--- src/rtl/pie_pkg.sv ---
// Shared encodings for the PIE transmit encoder: FSM states, symbol kinds and
// the default duration/timer width.
package pie_pkg;

    localparam int CNT_WIDTH_DEF = 16;

    typedef enum logic [1:0] {
        ST_IDLE  = 2'd0,
        ST_DELIM = 2'd1,
        ST_HIGH  = 2'd2,
        ST_LOW   = 2'd3
    } state_t;

    typedef enum logic [1:0] {
        SYM_DATA0 = 2'd0,
        SYM_RTCAL = 2'd1,
        SYM_TRCAL = 2'd2,
        SYM_DATA  = 2'd3
    } sym_t;

endpackage

--- src/rtl/pie_symbol_timer.sv ---
// Loadable down-counter timing one FSM state: load duration-1 on entry, the
// state ends on the cycle the count reads zero.
module pie_symbol_timer #(
    parameter int CNT_WIDTH = 16
) (
    input  logic                 clk,
    input  logic                 rst,
    input  logic                 load,
    input  logic [CNT_WIDTH-1:0] load_val,
    output logic [CNT_WIDTH-1:0] value,
    output logic                 expire
);

    localparam logic [CNT_WIDTH-1:0] CNT_ONE = {{(CNT_WIDTH-1){1'b0}}, 1'b1};

    logic [CNT_WIDTH-1:0] cnt_q;
    logic [CNT_WIDTH-1:0] cnt_d;

    always_comb begin
        cnt_d = cnt_q;
        if (load) begin
            cnt_d = load_val;
        end else if (cnt_q != '0) begin
            cnt_d = cnt_q - CNT_ONE;
        end
    end

    always_ff @(posedge clk) begin
        if (rst) begin
            cnt_q <= '0;
        end else begin
            cnt_q <= cnt_d;
        end
    end

    assign value  = cnt_q;
    assign expire = (cnt_q == '0);

endmodule

--- src/rtl/pie_encoder.sv ---
// Reader-to-tag PIE envelope encoder: delimiter, DATA0, RTcal, optional TRcal,
// then one data symbol per command bit fed through a one-entry hold register.
module pie_encoder
    import pie_pkg::*;
#(
    parameter int CNT_WIDTH = CNT_WIDTH_DEF
) (
    input  logic                 clk,
    input  logic                 rst,
    input  logic [CNT_WIDTH-1:0] cfg_delim,
    input  logic [CNT_WIDTH-1:0] cfg_tari,
    input  logic [CNT_WIDTH-1:0] cfg_data1,
    input  logic [CNT_WIDTH-1:0] cfg_rtcal,
    input  logic [CNT_WIDTH-1:0] cfg_trcal,
    input  logic [CNT_WIDTH-1:0] cfg_pw,
    input  logic                 start,
    input  logic                 preamble,
    input  logic                 bit_dat,
    input  logic                 bit_vld,
    input  logic                 bit_last,
    output logic                 bit_rdy,
    output logic                 tx_mod,
    output logic                 busy,
    output logic                 done,
    output logic                 err
);

    localparam logic [CNT_WIDTH-1:0] CNT_ONE = {{(CNT_WIDTH-1){1'b0}}, 1'b1};

    // Duration d lasts max(d,1) cycles, so the timer preload is max(d,1)-1.
    function automatic logic [CNT_WIDTH-1:0] dur_m1(input logic [CNT_WIDTH-1:0] d);
        return (d == '0) ? '0 : d - CNT_ONE;
    endfunction

    function automatic logic [CNT_WIDTH-1:0] high_m1(input logic [CNT_WIDTH-1:0] len,
                                                     input logic [CNT_WIDTH-1:0] pw);
        return (len <= pw) ? '0 : len - pw - CNT_ONE;
    endfunction

    state_t state_q, state_d;
    sym_t   sym_q, sym_d;
    sym_t   next_sym;

    // The delimiter length is consumed in the start cycle itself, so it needs no latch.
    logic [CNT_WIDTH-1:0] tari_q, tari_d;
    logic [CNT_WIDTH-1:0] data1_q, data1_d;
    logic [CNT_WIDTH-1:0] rtcal_q, rtcal_d;
    logic [CNT_WIDTH-1:0] trcal_q, trcal_d;
    logic [CNT_WIDTH-1:0] pw_q, pw_d;
    logic                 pre_q, pre_d;

    logic cur_bit_q, cur_bit_d;
    logic cur_last_q, cur_last_d;
    logic hold_vld_q, hold_vld_d;
    logic hold_dat_q, hold_dat_d;
    logic hold_last_q, hold_last_d;
    logic last_acc_q, last_acc_d;

    logic tx_mod_q, tx_mod_d;
    logic busy_q, busy_d;
    logic bit_rdy_q, bit_rdy_d;
    logic done_q, done_d;
    logic err_q, err_d;

    logic                 accept;
    logic                 tmr_load;
    logic [CNT_WIDTH-1:0] tmr_val;
    logic [CNT_WIDTH-1:0] tmr_value_unused;
    logic                 tmr_expire;

    pie_symbol_timer #(
        .CNT_WIDTH (CNT_WIDTH)
    ) u_timer (
        .clk      (clk),
        .rst      (rst),
        .load     (tmr_load),
        .load_val (tmr_val),
        .value    (tmr_value_unused),
        .expire   (tmr_expire)
    );

    assign accept = bit_vld & bit_rdy_q;

    always_comb begin
        state_d     = state_q;
        sym_d       = sym_q;
        next_sym    = SYM_DATA;
        tari_d      = tari_q;
        data1_d     = data1_q;
        rtcal_d     = rtcal_q;
        trcal_d     = trcal_q;
        pw_d        = pw_q;
        pre_d       = pre_q;
        cur_bit_d   = cur_bit_q;
        cur_last_d  = cur_last_q;
        hold_vld_d  = hold_vld_q;
        hold_dat_d  = hold_dat_q;
        hold_last_d = hold_last_q;
        last_acc_d  = last_acc_q;
        done_d      = 1'b0;
        err_d       = 1'b0;
        tmr_load    = 1'b0;
        tmr_val     = '0;

        // Capture first so a bit arriving in the final LOW cycle still counts.
        if (accept) begin
            hold_vld_d  = 1'b1;
            hold_dat_d  = bit_dat;
            hold_last_d = bit_last;
            if (bit_last) begin
                last_acc_d = 1'b1;
            end
        end

        case (state_q)
            ST_IDLE: begin
                if (start) begin
                    tari_d     = cfg_tari;
                    data1_d    = cfg_data1;
                    rtcal_d    = cfg_rtcal;
                    trcal_d    = cfg_trcal;
                    pw_d       = cfg_pw;
                    pre_d      = preamble;
                    last_acc_d = 1'b0;
                    hold_vld_d = 1'b0;
                    state_d    = ST_DELIM;
                    tmr_load   = 1'b1;
                    tmr_val    = dur_m1(cfg_delim);
                end
            end
            ST_DELIM: begin
                if (tmr_expire) begin
                    state_d  = ST_HIGH;
                    sym_d    = SYM_DATA0;
                    tmr_load = 1'b1;
                    tmr_val  = high_m1(tari_q, pw_q);
                end
            end
            ST_HIGH: begin
                if (tmr_expire) begin
                    state_d  = ST_LOW;
                    tmr_load = 1'b1;
                    tmr_val  = dur_m1(pw_q);
                end
            end
            ST_LOW: begin
                if (tmr_expire) begin
                    case (sym_q)
                        SYM_DATA0: next_sym = SYM_RTCAL;
                        SYM_RTCAL: next_sym = pre_q ? SYM_TRCAL : SYM_DATA;
                        default:   next_sym = SYM_DATA;
                    endcase
                    if (sym_q == SYM_DATA && cur_last_q) begin
                        state_d = ST_IDLE;
                        done_d  = 1'b1;
                    end else if (next_sym == SYM_DATA && !hold_vld_d) begin
                        state_d = ST_IDLE;
                        done_d  = 1'b1;
                        err_d   = 1'b1;
                    end else begin
                        state_d  = ST_HIGH;
                        sym_d    = next_sym;
                        tmr_load = 1'b1;
                        case (next_sym)
                            SYM_RTCAL: tmr_val = high_m1(rtcal_q, pw_q);
                            SYM_TRCAL: tmr_val = high_m1(trcal_q, pw_q);
                            default: begin
                                cur_bit_d  = hold_dat_d;
                                cur_last_d = hold_last_d;
                                hold_vld_d = 1'b0;
                                tmr_val    = high_m1(hold_dat_d ? data1_q : tari_q, pw_q);
                            end
                        endcase
                    end
                end
            end
            default: state_d = ST_IDLE;
        endcase

        busy_d    = (state_d != ST_IDLE);
        tx_mod_d  = !(state_d == ST_DELIM || state_d == ST_LOW);
        bit_rdy_d = busy_d & ~hold_vld_d & ~last_acc_d;
    end

    always_ff @(posedge clk) begin
        if (rst) begin
            state_q     <= ST_IDLE;
            sym_q       <= SYM_DATA0;
            tari_q      <= '0;
            data1_q     <= '0;
            rtcal_q     <= '0;
            trcal_q     <= '0;
            pw_q        <= '0;
            pre_q       <= 1'b0;
            cur_bit_q   <= 1'b0;
            cur_last_q  <= 1'b0;
            hold_vld_q  <= 1'b0;
            hold_dat_q  <= 1'b0;
            hold_last_q <= 1'b0;
            last_acc_q  <= 1'b0;
            tx_mod_q    <= 1'b1;
            busy_q      <= 1'b0;
            bit_rdy_q   <= 1'b0;
            done_q      <= 1'b0;
            err_q       <= 1'b0;
        end else begin
            state_q     <= state_d;
            sym_q       <= sym_d;
            tari_q      <= tari_d;
            data1_q     <= data1_d;
            rtcal_q     <= rtcal_d;
            trcal_q     <= trcal_d;
            pw_q        <= pw_d;
            pre_q       <= pre_d;
            cur_bit_q   <= cur_bit_d;
            cur_last_q  <= cur_last_d;
            hold_vld_q  <= hold_vld_d;
            hold_dat_q  <= hold_dat_d;
            hold_last_q <= hold_last_d;
            last_acc_q  <= last_acc_d;
            tx_mod_q    <= tx_mod_d;
            busy_q      <= busy_d;
            bit_rdy_q   <= bit_rdy_d;
            done_q      <= done_d;
            err_q       <= err_d;
        end
    end

    assign tx_mod  = tx_mod_q;
    assign busy    = busy_q;
    assign bit_rdy = bit_rdy_q;
    assign done    = done_q;
    assign err     = err_q;

endmodule

--- config.mk ---
export PLATFORM = sky130hd
export DESIGN_NAME = pie_encoder
export DESIGN_NICKNAME = d
export VERILOG_FILES = /design/src/rtl/pie_pkg.sv /design/src/rtl/pie_symbol_timer.sv /design/src/rtl/pie_encoder.sv
export SDC_FILE = /design/constraint.sdc
export NUM_CORES = 1
export LEC_CHECK = 0
export CAP_MARGIN = 20
export CORE_UTILIZATION = 50
export CTS_CLUSTER_DIAMETER = 80
export DETAILED_ROUTE_END_ITERATION = 10
export PLACE_DENSITY = 0.82
export SYNTH_ARGS = -nofsm -noshare
export SYNTH_HDL_FRONTEND = slang
export SYNTH_SLANG_ARGS = --single-unit
--- constraint.sdc ---
create_clock -name clk -period 4.8 [get_ports clk]
set_input_delay 0.96 -clock clk [delete_from_list [all_inputs] [get_ports clk]]
set_output_delay 0.96 -clock clk [all_outputs]
set_load 0.01 [all_outputs]
== Yosys cells after proc, flatten, opt, wreduce, memory -nomap -nowiden ==
Index checks and enable logic that the tools add are counted.

* Add/subtract/negate cells: 11
* Multipliers: 0
* Divide/modulo/power cells: 0
* Order comparisons: 4
* Equal/unequal tests: 14
* Shift-type cells: 0
* Multiplexer cells: 54
* Bitwise logic cells: 10
* Reductions and logical operators: 21

{| class="wikitable"
|+ Operator list
! kind !! number
|-
| 16-bit two-way mux || 15
|-
| 16-bit by 1-bit subtractor with 16-bit output, second input constant || 7
|-
| 16-bit less-or-equal comparator || 4
|-
| 16-bit one-hot mux with 4 select lines || 1
|-
| 16-bit subtractor || 4
|-
| 16-bit logical NOT || 3
|-
| 16-bit one-hot mux with 2 select lines || 1
|-
| 2-bit two-way mux || 12
|-
| 1-bit two-way mux || 20
|-
| 16-bit nonzero test || 1
|-
| 2-bit == test, second input constant || 6
|-
| 5-bit AND reduction || 2
|-
| 2-bit by 1-bit == test with 1-bit output, second input constant || 4
|-
| 2-bit != test, second input constant || 4
|-
| 2-bit one-hot mux with 2 select lines || 2
|-
| 2-bit one-hot mux with 4 select lines || 1
|-
| 1-bit inverter || 7
|-
| 2-bit nonzero test || 3
|-
| 2-bit logical NOT || 2
|-
| 2-bit OR reduction || 2
|-
| 4-bit OR reduction || 1
|-
| 1-bit bitwise AND || 3
|-
| 1-bit one-hot mux with 3 select lines || 1
|-
| 3-bit OR reduction || 1
|-
| other kinds (5) || 7
|}

* Bits in registers: 111
* Latch bits: 0
* RAM bits: 0
* Memory bits (read-only): 0
* Input bits: 103
* Memories: 0

== Depth between registers and ports, before layout ==
Gate-level depths: netlist (run 1).

* Depth in word-level cells: 14
* Mapped depth: 13
* Gate-level depth less buffers: 13

== Modules after synthesis ==
A second synthesis (run 1) with hierarchy kept.

* Cell total of the unflattened synthesis: 1211
* Area total of the unflattened synthesis: 9029.9 um2

{| class="wikitable"
|+ Modules (own cells, without submodules)
! module !! times used !! cells an instance !! area each (um2) !! sequential area each (um2)
|-
| pie_encoder || 1 || 1099 || 8127.8 || 1901.8
|-
| pie_symbol_timer || 1 || 112 || 902.1 || 320.3
|}

== Least setup slack after synthesis (run 1) ==
Ideal clock, no wire load.

* Path kind: input -> register
* Start point: input bit_vld
* End point: register u_timer.cnt_q[0] (netlist: u_timer.value[0])
* Library setup time: 0.115 ns
* Arrival time: 4.284 ns
* Required time: 4.685 ns
* Slack: 0.402 ns
* Stages on the path: 13
* Path through: nand2_1 mux2i_1 clkbuf_1 mux2_2 ha_1 a21o_1 a21o_1 a221oi_1 a21oi_1 o21a_1 a222oi_1 nor4_1 o21a_1

* Cells in the longest elaborated chain, start to end: 12
* Elaborated cells on any way between the ends: 21

{| class="wikitable"
|+ RTL lines
! what !! line !! RTL
|-
| start, declared || pie_encoder.sv:19 || <nowiki>input logic bit_vld,</nowiki>
|-
| 1-bit bitwise AND (*) || pie_encoder.sv:82 || <nowiki>assign accept = bit_vld & bit_rdy_q;</nowiki>
|-
| 1-bit two-way mux || pie_encoder.sv:106 || <nowiki>if (accept) begin</nowiki>
|-
| 16-bit two-way mux || pie_encoder.sv:171 || <nowiki>tmr_val = high_m1(hold_dat_d ? data1_q : tari_q, pw_q);</nowiki>
|-
| 16-bit subtractor || pie_encoder.sv:37 || <nowiki>return (len <= pw) ? '0 : len - pw - CNT_ONE;</nowiki>
|-
| 16-bit by 1-bit subtractor with 16-bit output || pie_encoder.sv:37 ||
|-
| 16-bit two-way mux || pie_encoder.sv:37 ||
|-
| 16-bit one-hot mux with 2 select lines || pie_encoder.sv:164 || <nowiki>case (next_sym)</nowiki>
|-
| 16-bit two-way mux || pie_encoder.sv:156 || <nowiki>end else if (next_sym == SYM_DATA && !hold_vld_d) begin</nowiki>
|-
| 16-bit two-way mux || pie_encoder.sv:153 || <nowiki>if (sym_q == SYM_DATA && cur_last_q) begin</nowiki>
|-
| 16-bit two-way mux || pie_encoder.sv:147 || <nowiki>if (tmr_expire) begin</nowiki>
|-
| 16-bit one-hot mux with 4 select lines || pie_encoder.sv:115 || <nowiki>case (state_q)</nowiki>
|-
| 16-bit two-way mux || pie_symbol_timer.sv:21 || <nowiki>if (load) begin</nowiki>
|-
| end signal, assigned || pie_symbol_timer.sv:32 || <nowiki>cnt_q <= cnt_d;</nowiki>
|-
| end, declared || pie_symbol_timer.sv:16 || <nowiki>logic [CNT_WIDTH-1:0] cnt_q;</nowiki>
|}

Mark *: on every way between the ends. The rest lies on a longest branch, timed or not.
A chain may end at the register's enable or synchronous reset.

== Final worst setup path (run 1) ==
Ends and elaborated chain as after synthesis.

==> impl_metrics.tcl, run 1 <==
set metrics [dict create \
    outcome "complete, no violations" \
    viasPerCell 6.19 \
    post_cts_buffers 0 \
    grt_overflow 0 \
    synth_area_leaders "dfxtp_1 24%, ha_1 10%, a21oi_1 9.6%" \
    path_cells "clkdlybuf4s50_1 -> nand2_1 -> mux2i_2 -> buf_12 -> mux2_2 -> ha_1 -> a21o_1 -> a21o_1 -> a221oi_1 -> buf_4 -> a21oi_1 -> o21a_1 -> a222oi_1 -> nor4_1 -> o21a_1" \
    ant_nets 0 \
    synth-async-reset-ratio_pct 0 \
    finClkSkew_ps 8.61 \
    ff2ff_path_depth 14 \
    dieArea_um2 19000 \
    grt_use_total_pct 33.3 \
    grt_max_degree 104 \
    dp_cells 1550 \
    cts_tree "done" \
    antenna_cells 0 \
    final_cell_mix "205 x nand2_1, 178 x a21oi_1, 111 x dfxtp_1, 106 x clkdlybuf4s50_1, 77 x ha_1" \
    synth.distinct_cells 76 \
    cts.sinks 111 \
    start_kind "input pin" \
    final_util_pct 60.3 \
    synth_top_area_share_pct 24.1 \
    totalWireLength_mm 30.6 \
    layout_commonest_cell "nand2_1" \
    core_area_um2 18000 \
    clock_latency_ps 360 \
    cts_made_buffers 9 \
    post-route-period-util_pct 92.4 \
    drc 0 \
    synth.net_count 1426 \
    post_drt_wl_per_cell_um 19.5 \
    die_h_um 138 \
    port_buffers 107 \
    pin_count 108 \
    gp_congestion 1.03 \
    cts_hold_buf 0 \
    layout-drive-gt1-share_pct 5.24 \
    area_growth_pct 17.7 \
    end_kind "flop" \
    worstPathRequired_ps 5060 \
    finalSetupViolCount 0 \
    cp.arrival_ps 4700 \
    path_max_fanout 16 \
    r2r_start "bit_rdy" \
    synthCells 1242 \
    avgSynthCellArea_um2 7.43 \
    ys_ff_latch 111 \
    synth_edf_count 0 \
    reg2reg_to "u_timer.value[0]" \
    synthFlopType "dfxtp_1" \
    rows 49 \
    synth_area_um2 9230 \
    cellPowerDensity_nw_per_um2 622 \
    fin_nets 1516 \
    cap_violations 0 \
    yosysTopAreaCell "dfxtp_1" \
    path_class "in2reg" \
    p_leak_nw 4.32 \
    hold_path_end "data1_q[5]" \
    fmax_ghz 0.226 \
    grt_pass1_wl_mm 47.8 \
    cts_max_level 3 \
    setup_tns_ps 0 \
    holdPathStages 2 \
    rsz0062_at_grt "false" \
    slowest_stage "a222oi_1" \
    final_cells 1565 \
    min_from "data1_q[5]" \
    cts_resized 0 \
    clkTransAtPathRegs_ps 80 \
    cts-root-buf "clkbuf_16" \
    first_iter_violations 1118 \
    dp_hpwl_mm 23.9 \
    vias 9695 \
    yosysSeqAreaShare_pct 24.1 \
    slowest_delay_ps 480 \
    ys_warn_count 0 \
    regToRegSetupSlack_ps 1100 \
    antenna_found_initial 0 \
    relSlewSlack_pct 28.8 \
    worst_pin_slew_ps 1070 \
    fin_crit_ps 4430 \
    hold_viol_final 0 \
    clk_path_buf_depth 2 \
    grt_pass1_vias 8803 \
    peakVddDrop_mv 0.379 \
    maxSlewViolCount 0 \
    hp-class "reg2reg" \
    start_util_pct 51.2 \
    die_w_um 138 \
    drtPass1Iterations 5 \
]
## power by group
group	leakage [nW]	internal (W)	switching, W
Combinational	3.27	0.00182	0.00283
Clock	0.141	0.000409	0.000359
Sequential	0.911	0.00114	0.000205
Total	4.32	0.00336	0.00339
## worst max-delay path, delay by kind of cell
family / cells / cell delay, ps
mux: 2 / 640
buf+inv: 3 / 830
fa+ha+maj: 1 / 320
simple gates: 2 / 230
compound gates: 7 / 1710
## metal layers
metal	vias up	track usage (%)	share of wire, %
met3	81	6.07	8.3
met2	457	51.8	44
met4	0	12.6	3.4
met1	4449	45.6	44
li1	4708	-	-
met5	-	0	0
## Yosys cell counts (all sizes together) (5+ instances only)
cell	number
a211o	5
dfxtp	111
nand4	19
o21ai	63
xnor2	50
o21bai	7
o211a	5
and3	11
a21o	22
a31oi	13
a211oi	18
o31a	7
nand2b	8
ha	77
xor2	29
nor4	19
nand3	19
o21a	13
nor3	40
nor2	63
buf	7
nand2	206
o211ai	14
o22ai	8
mux2i	6
nor2b	11
a221oi	5
clkbuf	41
inv	55
mux2	17
or3	15
and2	5
a21oi	178
o31ai	5
or4	5
## flip-flops by register name, indices dropped and copies added (netlist names), 2 cells and up
signal         flops
data1_q           16
pw_q              16
rtcal_q           16
state_q            2
sym_q              2
tari_q            16
trcal_q           16
u_timer.value     16
## logic make-up after synthesis
family / share of synthesized area [%]
adder cells (fa/ha/maj): 11.3
AND/OR/NAND/NOR: 22.4
multiplexers: 2.72
XOR/XNOR: 7.49
AO/OA/AOI/OAI: 27.7
buffers and inverters: 4.31
flip-flops: 24.1
## final cells by class
type                    count  area [um2]
repair buffers            127        1230
flip-flops and latches    111        2220
clock inverters             5        66.3
fillers                  1686        7160
multi-input cells        1028        6630
clock buffers              10         229
inverters                  55         206
well taps                 229         287
## worst max-delay path by stage
stage,from,endpoint,slack (ps),cells after the start
after CTS,bit_vld,u_timer.value[0],410,15
after global placement,bit_vld,u_timer.value[0],120,15
after global routing,bit_vld,u_timer.value[3],140,17
after floorplan,bit_vld,u_timer.value[0],400,13
after detailed placement,bit_vld,u_timer.value[0],80,15
final,bit_vld,u_timer.value[0],370,15
## through the flow
stage | setup WS (ps) | total power, W | hold WS (ps) | cell area [um2]
after global routing | 143 | 0.00722 | 483 | 10900
final | 366 | 0.00676 | 457 | 10900
after floorplan | 402 | 0.00457 | 434 | 9230
after global placement | 118 | 0.00582 | 444 | 10600
after CTS | 414 | 0.00663 | 463 | 10900
after detailed placement | 75.7 | 0.00585 | 452 | 10600
No activity file was read; power rests on OpenSTA's default activity.
==> inputs of run 2 (changes only) <==
--- a/config.mk
+++ b/config.mk
@@ -6,10 +6,12 @@
 export NUM_CORES = 1
 export LEC_CHECK = 0
 export CAP_MARGIN = 20
-export CORE_UTILIZATION = 50
+export CELL_PAD_IN_SITES_DETAIL_PLACEMENT = 0
+export CELL_PAD_IN_SITES_GLOBAL_PLACEMENT = 1
+export CORE_UTILIZATION = 42
 export CTS_CLUSTER_DIAMETER = 80
 export DETAILED_ROUTE_END_ITERATION = 10
-export PLACE_DENSITY = 0.82
+export PLACE_DENSITY = 0.9
 export SYNTH_ARGS = -nofsm -noshare
 export SYNTH_HDL_FRONTEND = slang
 export SYNTH_SLANG_ARGS = --single-unit
==> impl_metrics.tcl, run 2 (same netlist as run 1, synthesis figures left out) <==
set metrics [dict create \
    outcome "complete, no violations" \
    fmax_ghz 0.223 \
    clkTransAtPathRegs_ps 80 \
    p_sw_w 0.00346 \
    slowest_stage "clkdlybuf4s50_1" \
    intPower_w 0.00334 \
    fin_crit_ps 4490 \
    setup_tns_ps 0 \
    grt_pass1_vias 8856 \
    layout-drive-gt1-share_pct 5.53 \
    finClkSkew_ps 11.3 \
    first_iter_violations 845 \
    finalSetupViolCount 0 \
    fin_nets 1518 \
    drc 0 \
    pwr-share-clk_pct 11.3 \
    multi_input_area_um2 6630 \
    vias 9617 \
    rsz0062_at_grt "false" \
    antenna_cells 0 \
    slowest_delay_ps 440 \
    cts_tree "done" \
    cts_made_buffers 9 \
    path_cells "clkdlybuf4s50_1 -> nand2_1 -> mux2i_2 -> buf_12 -> mux2_2 -> ha_1 -> a21o_1 -> a21o_1 -> a221oi_1 -> buf_4 -> a21oi_1 -> buf_4 -> o21ai_1 -> buf_4 -> nor2_1 -> o21ai_0 -> a21oi_1" \
    cp.arrival_ps 4730 \
    cp_common_cell "buf_4" \
    timing.critical_path.from "bit_vld" \
    peakVddDrop_mv 0.298 \
    path_max_fanout 17 \
    layout_commonest_cell "nand2_1" \
    cap_violations 0 \
    cts_hold_buf 0 \
    switching_share_pct 50.9 \
    n_fill_cell 2078 \
    seq_power_share_pct 19.9 \
    grt_pass1_wl_mm 49.0 \
    port_buffers 107 \
    start_util_pct 43.4 \
    hp-class "reg2reg" \
    fin_ws_ps 310 \
    dieArea_um2 22600 \
    grt_max_degree 83 \
    end_kind "flop" \
    final_cell_mix "205 x nand2_1, 178 x a21oi_1, 111 x dfxtp_1, 106 x clkdlybuf4s50_1, 77 x ha_1" \
    cts_resized 0 \
    cellPowerDensity_nw_per_um2 622 \
    ant_nets 0 \
    worstPathRequired_ps 5040 \
    p_leak_nw 4.33 \
    die_w_um 150 \
    cts-root-buf "clkbuf_16" \
    drtPass1Iterations 5 \
    post_cts_buffers 0 \
    post-route-period-util_pct 93.5 \
    post_drt_wl_per_cell_um 19.7 \
    cpLargestDelayFamily "compound AO/OA/AOI/OAI gates" \
    rows 53 \
    worst-path-buf-inv 5 \
    grt_overflow 0 \
    cts_max_level 3 \
    min_from "data1_q[8]" \
    path_class "in2reg" \
    die_h_um 150 \
    pin_count 108 \
    r2r_start "bit_rdy" \
    clock_latency_ps 370 \
    antenna_found_initial 1 \
    cts.sinks 111 \
    start_kind "input pin" \
    gp_congestion 1.02 \
    grt_use_total_pct 28.7 \
    relSlewSlack_pct 38.7 \
    hold_viol_final 0 \
    area_growth_pct 18.5 \
    pre_cts_ws_ps 46.4 \
    clk_path_buf_depth 2 \
    worst_pin_slew_ps 912 \
    dp_hpwl_mm 25.1 \
    totalWireLength_mm 31.8 \
    p_comb_share_pct 68.8 \
    viasPerCell 5.96 \
    register_area_um2 2220 \
    core_area_um2 21300 \
    maxSlewViolCount 0 \
]
[run 2: final timing paths]
path	end	slack, ps	cells past startpoint
hold / removal	data1_q[8]	460	2
setup / recovery	u_timer.value[5]	310	17
setup reg to reg	u_timer.value[5]	1030	16
hold reg to reg	data1_q[8]	460	2
[run 2: area by class of cell]
cell class / instances / area share, %
multi-input cells: 1028 / 60.5
flip-flops and latches: 111 / 20.3
repair buffers: 129 / 11.4
well taps: 275 / 3.14
clock buffers: 9 / 2.06
inverters: 55 / 1.89
clock inverters: 7 / 0.675
[run 2: per-layer routing]
metal	track usage [%]	up-vias	wire, um
met5	0	-	0
met4	9.55	0	892
met3	5.06	54	2440
met2	44.1	367	13800
met1	40.2	4479	14600
li1	-	4717	-
[run 2: metrics by stage]
| stage | hold WS [ps] | total power (W) | cells | area (um2) | util, % |
|---|---|---|---|---|---|
| global route | 481 | 0.00727 | 1614 | 10900 | 51.4 |
| CTS | 462 | 0.00671 | 1614 | 10900 | 51.4 |
| finish | 461 | 0.00680 | 1614 | 10900 | 51.4 |
| global placement | 447 | 0.00593 | 1598 | 10600 | 50.0 |
| floorplan | 434 | 0.00457 | 1242 | 9230 | - |
| detailed placement | 452 | 0.00592 | 1598 | 10600 | 50.0 |
[run 2: worst reg2reg max path: stages, from the launching register on]
cell and delay, ps:
dfxtp_1 340, nand2_1 130, mux2i_2 280, buf_12 200, mux2_2 370, ha_1 360
a21o_1 210, a21o_1 180, a221oi_1 290, buf_4 180, a21oi_1 90, buf_4 160
o21ai_1 120, buf_4 180, nor2_1 60, o21ai_0 380, a21oi_1 140
[run 2: power groups by stage]
| stage | registers, W | logic (W) | clock network, W |
|---|---|---|---|
| after floorplan | 0.00129 | 0.00328 | 0 |
| after global placement | 0.00137 | 0.00456 | 0 |
| after detailed placement | 0.00137 | 0.00455 | 0 |
| after CTS | 0.00135 | 0.00458 | 0.000779 |
| after global routing | 0.00138 | 0.00508 | 0.000814 |
| final | 0.00135 | 0.00468 | 0.000770 |
